[config.mk]
export PLATFORM = sky130hd
export DESIGN_NAME = clk_tick_gen
export DESIGN_NICKNAME = d
export VERILOG_FILES = /design/src/rtl/clk_tick_pkg.sv /design/src/rtl/clk_tick_chan.sv /design/src/rtl/clk_tick_gen.sv
export SDC_FILE = /design/constraint.sdc
export NUM_CORES = 1
export LEC_CHECK = 0
export BUFFER_PORTS_ARGS = -buffer_cell sky130_fd_sc_hd__buf_2
export CORE_ASPECT_RATIO = 1.4
export CORE_UTILIZATION = 28
export CTS_CLUSTER_DIAMETER = 40
export DETAILED_ROUTE_END_ITERATION = 10
export PLACE_DENSITY = 0.5
export SLEW_MARGIN = 20
export SYNTH_ARGS = -nofsm -noshare
export SYNTH_HDL_FRONTEND = slang
export SYNTH_SLANG_ARGS = --single-unit
[constraint.sdc]
create_clock -name clk_50MHz -period 4.1 [get_ports clk_50MHz]
set_clock_uncertainty 0.15 [all_clocks]
set_input_delay 0.41 -clock clk_50MHz [delete_from_list [all_inputs] [get_ports clk_50MHz]]
set_output_delay 0.41 -clock clk_50MHz [all_outputs]
set_load 0.1 [all_outputs]
[src/rtl/clk_tick_pkg.sv]
// Shared constants and state encoding for the clock-enable tick generator.
package clk_tick_pkg;

   localparam int DEF_CNT_W = 26;
   localparam int DIV_1HZ   = 50_000_000;

   typedef enum logic {
      IDLE = 1'b0,
      RUN  = 1'b1
   } tick_state_e;

endpackage

[src/rtl/clk_tick_chan.sv]
// One tick channel: IDLE/RUN FSM, down-counter, tick and square-wave outputs.
module clk_tick_chan
   import clk_tick_pkg::*;
#(
   parameter int CNT_W = DEF_CNT_W
) (
   input  logic             i_clk,
   input  logic             i_rst_n,
   input  logic             i_en,
   input  logic [CNT_W-1:0] i_div,
   input  logic             i_sync,
   output logic             o_tick,
   output logic             o_sq,
   output logic             o_busy
);

   localparam logic [CNT_W-1:0] ONE = CNT_W'(1);

   tick_state_e      r_state, w_state_nxt;
   logic [CNT_W-1:0] r_cnt, w_cnt_nxt;
   logic [CNT_W-1:0] r_div_act, w_div_nxt;
   logic             r_sq, w_sq_nxt;
   logic             w_upd;

   always_ff @(posedge i_clk or negedge i_rst_n) begin
      if (!i_rst_n) begin
         r_state   <= IDLE;
         r_cnt     <= '0;
         r_div_act <= '0;
         r_sq      <= 1'b0;
      end else begin
         r_state   <= w_state_nxt;
         r_cnt     <= w_cnt_nxt;
         r_div_act <= w_div_nxt;
         r_sq      <= w_sq_nxt;
      end
   end

   always_comb begin
      w_state_nxt = r_state;
      w_cnt_nxt   = r_cnt;
      w_div_nxt   = r_div_act;
      w_sq_nxt    = r_sq;
      w_upd       = 1'b0;
      case (r_state)
         IDLE: begin
            w_sq_nxt = 1'b0;
            if (i_en && (i_div != '0)) begin
               w_state_nxt = RUN;
               w_div_nxt   = i_div;
               w_cnt_nxt   = i_div - ONE;
               w_upd       = 1'b1;
            end
         end
         RUN: begin
            // Phase realign beats both the terminal count and a paused channel
            if (i_sync) begin
               w_cnt_nxt = r_div_act - ONE;
               w_upd     = 1'b1;
            end else if (i_en) begin
               if (r_cnt == '0) begin
                  if (i_div == '0) begin
                     w_state_nxt = IDLE;
                     w_sq_nxt    = 1'b0;
                  end else begin
                     w_div_nxt = i_div;
                     w_cnt_nxt = i_div - ONE;
                     w_upd     = 1'b1;
                  end
               end else begin
                  w_cnt_nxt = r_cnt - ONE;
                  w_upd     = 1'b1;
               end
            end
         end
         default: w_state_nxt = IDLE;
      endcase
      if (w_upd)
         w_sq_nxt = (w_cnt_nxt >= (w_div_nxt >> 1));
   end

   // Gated by the live en/sync so a pause or realign landing on terminal count suppresses the tick
   assign o_tick = (r_state == RUN) && (r_cnt == '0) && i_en && !i_sync;
   assign o_sq   = r_sq;
   assign o_busy = (r_state == RUN);

endmodule

[src/rtl/clk_tick_gen.sv]
// Multi-channel programmable clock-enable generator; one clk_tick_chan per channel.
// Define TICK_SYNC_EN to add the sync_i phase-realign strobe shared by all channels.
module clk_tick_gen
   import clk_tick_pkg::*;
#(
   parameter int NUM_CH = 2,
   parameter int CNT_W  = DEF_CNT_W
) (
   input  logic                    clk_50MHz,
   input  logic                    rst_n,
   input  logic [NUM_CH-1:0]       en_i,
   input  logic [NUM_CH*CNT_W-1:0] div_i,
`ifdef TICK_SYNC_EN
   input  logic                    sync_i,
`endif
   output logic [NUM_CH-1:0]       tick_o,
   output logic [NUM_CH-1:0]       sq_o,
   output logic [NUM_CH-1:0]       busy_o
);

   logic w_sync;

`ifdef TICK_SYNC_EN
   assign w_sync = sync_i;
`else
   assign w_sync = 1'b0;
`endif

   for (genvar k = 0; k < NUM_CH; k++) begin : g_ch
      clk_tick_chan #(
         .CNT_W (CNT_W)
      ) u_chan (
         .i_clk   (clk_50MHz),
         .i_rst_n (rst_n),
         .i_en    (en_i[k]),
         .i_div   (div_i[k*CNT_W +: CNT_W]),
         .i_sync  (w_sync),
         .o_tick  (tick_o[k]),
         .o_sq    (sq_o[k]),
         .o_busy  (busy_o[k])
      );
   end

endmodule

==> metrics.md <==
| Metric | Value |
|---|---|
| Outcome | `finished, violations left` |
| Violated checks | `setup timing` |
| Residual DRC count | `0` |
| Clock tree from TritonCTS | `built` |
| Clock network fraction of total power | `0.241` |
| P_leak | `approximately 5.6 nW` |
| Detailed Place HPWL | `roughly 23000 um` |
| Worst-case clock buffer depth | `2` |
| Sequential fraction of design power | `0.359` |
| Power density over the cells | `301 nW/um^2` |
| Total congestion overflow | `0` |
| Initial antenna violation count | `0` |
| Global-route wire length before repair | `45200 um` |
| Hold Crit Class | `input pin to asynchronous set/reset pin` |
| Vias after detailed routing | `8526` |
| Number of cells on the worst reg-to-reg path | `18` |
| Port Buffers | `61` |
| Syn-to-layout area delta | `48.0%` |
| Setup slack, reg-to-reg | `-50 ps` |
| Residual antenna-violating net count after detailed routing | `0` |
| Post-detailed-placement cell area | `10700 um^2` |
| Fill cell instance count of the final layout | `~2800` |
| Clock root buffer master | `clkbuf_16` |
| Commonest non-fill, non-tap cell in the layout | `buf_4` |
| Number of DRC violations after detailed-routing iteration 0 | `405` |
| Relative max-transition margin | `0.389` |
| Data arrival at the endpoint of the critical path | `4330 ps` |
| Clock slew at reported path FFs | `80 ps` |
| Post-synthesis cell type count | `69` |
| Fraction of registers with async set/reset | `1.00` |
| CTS Hold Bufs | `0` |
| Critical Path Source Type | `input pin` |
| Maximum fanout along the worst path | `7` |
| Placeable core region | `roughly 28000 um^2` |
| Comb power frac | `0.401` |
| Yosys Warn Count | `0` |
| Vias in the first global route | `8754` |
| Critical Path End | `g_ch[1].u_chan.o_sq` |
| Layout cells sized above 1 | `0.368` |
| Detailed-route wire length per cell | `17.3 um` |
| Tcrit/Tclk final | `1.03` |
| Chip Width | `approximately 140 um` |
| CP startpoint | `div_i[39]` |
| Total Wirelength | `29100 um` |
| Post-Place Cells | `1629` |
| NetSw | `1.27 mW` |
| Crit end category | `flop` |
| Fmax | `236 MHz` |
| Dominant register cell in the synthesized netlist | `dfrtp_1` |
| Largest net degree at the start of global routing | `64` |
| Total iterations of the first detailed-routing run | `5` |
| Diodes inserted | `0` |
| Die footprint | `29200 um^2` |
| Least-Margin Pin Slew | `917 ps` |
| Crit path time final | `4240 ps` |
| GR Util All Layers | `0.203` |
| Endpoint of the lowest-slack register-to-register path | `g_ch[0].u_chan.o_sq` |
| Nets | `1419` |
| Pint | `2.30 mW` |
| Vias per inst | `5.06` |
| Top library cells by usage in the layout, fill and taps aside | `302 x buf_4, 106 x dfrtp_1, 105 x nand2_1` |
| Final hold slack | `25.0 ps` |
| Number of cells produced by synthesis | `958` |
| Placer congestion estimate | `0.917` |
| Number of flip-flops and latches in the synthesized netlist | `106` |
| Source of the worst register-to-register timing path | `g_ch[0].u_chan.r_cnt[22]` |
| Total count of hold-check failures in the final report | `0` |
| Cell area after technology mapping | `between 7000 and 8000 um^2` |
| Number of buffers created by CTS | `9` |
| Initial Util | `0.287` |
| Required time of the critical path | `roughly 4200 ps` |
| Max-cap violations | `0` |
| Number of sinks handled by clock tree synthesis | `~110` |
| Fraction of power spent switching nets | `0.355` |
| Final Max Tran Viols | `0` |
| Io pins | `62` |
| Number of flops mapped to enable cells by yosys | `0` |
| Multi-input gate area in the final layout | `5340 um^2` |
| H-tree level count | `3` |
| Sequential area share after synthesis | `0.332` |
| Final cell area excluding filler cells | `11800 um^2` |
| Finish-stage setup viols | `2` |
| Syn avg cell area | `between 8 and 9 um^2` |
| Setup repair after global routing missed its margin | `yes` |
| VDD IR-drop max | `206 uV` |
| Final worst slack | `-140 ps` |
| Vert. Die Dim | `202 um` |
| Synthesized Nets | `1068` |
| Cell Rows | `slightly above 70` |
| Sequential cell area | `2650 um^2` |
| Worst setup path category | `input pin to flop` |
| Non-filler cells, final | `1684` |
| Worst-Skew Late Latency | `360 ps` |
-- cells by family after synthesis --
kind of cell	count (synthesis)	synth area share
compound gates	214	0.183
mux	35	0.0441
flops	106	0.332
xor+xnor	57	0.0625
fa+ha+maj	54	0.0845
simple gates	383	0.235
buf+inv	109	0.0581
-- state kept, by name (all words and copies together), names as in the netlist --
register,count
g_ch.u_chan.r_div_act,50
g_ch.u_chan.o_sq,2
g_ch.u_chan.r_cnt,52
g_ch.u_chan.o_busy,2
-- worst min-delay path by stage --
stage,start,to,slack (ps)
after CTS,rst_n,g_ch[1].u_chan.r_div_act[4],60
after detailed placement,g_ch[0].u_chan.r_div_act[23],g_ch[0].u_chan.r_div_act[23],310
final,rst_n,g_ch[1].u_chan.r_div_act[4],30
after global placement,g_ch[0].u_chan.r_div_act[21],g_ch[0].u_chan.r_div_act[21],310
after global routing,rst_n,g_ch[1].u_chan.r_div_act[4],80
after floorplan,rst_n,g_ch[0].u_chan.o_busy,-40
-- metal layers --
| metal | up-vias | GRT usage | part of all wire |
|---|---|---|---|
| met5 | - | 0 | 0 |
| li1 | 4184 | - | - |
| met1 | 4080 | 0.215 | 0.39 |
| met4 | 0 | 0.0955 | 0.046 |
| met3 | 70 | 0.0258 | 0.028 |
| met2 | 192 | 0.385 | 0.54 |
-- cell type report --
class / count / share of cell area
Multi-Input combinational cell: 743 / 0.451
Inverter: 72 / 0.0228
Timing Repair Buffer: 377 / 0.240
Clock buffer: 11 / 0.0197
Clock inverter: 5 / 0.00328
Sequential cell: 106 / 0.224
Tap cell: 370 / 0.0391
-- repair_timing --
item | 4_1_cts | 5_1_grt
pin swaps | 20 | 40
gates cloned | 1 | 1
endpoints found under the setup margin | 2 | 3
gates resized for setup | 36 | 59
buffers inserted | 23 | 17
-- worst max-delay path, stage by stage --
cell,delay (ps)
buf_2,110
or4_4,550
or4_4,580
or4_4,640
nand2_8,130
buf_4,120
nor2_4,60
a221oi_4,360
ha_4,260
a211oi_1,200
o21ai_1,130
or3_4,400
a21oi_2,170
o31a_1,150
a21oi_2,50
-- stage by stage --
stage               utilization  setup TNS [ps]  setup slack [ps]  total power [mW]
floorplan                     -           -25.9             -25.9              1.95
global placement          0.385            -908              -521              2.57
detailed placement        0.385            -927              -536              2.58
CTS                       0.409            -194              -111              3.54
global route              0.425            -421              -248              3.80
finish                    0.425            -185              -140              3.57
-- synth_stat cells, types with 27 or more instances --
library cell / count / area [um^2]
inv_1: 72 / 270
mux2i_1: 33 / 330
nor2_1: 95 / 357
nand2_1: 114 / 428
xnor2_1: 30 / 263
o21ai_0: 42 / 210
xor2_1: 27 / 236
dfrtp_1: 106 / 2650
a21oi_1: 57 / 285
nor3_1: 42 / 210
ha_1: 54 / 676
-- power by group through the flow --
stage	Sequential [mW]	Combinational (mW)	Clock, mW
6_report	1.28	1.43	0.858
5_1_grt	1.30	1.57	0.933
4_1_cts	1.28	1.37	0.891
3_5_place_dp	1.30	1.28	0
3_3_place_gp	1.29	1.27	0
2_1_floorplan	1.32	0.635	0
No activity file was read; power rests on OpenSTA's default activity.
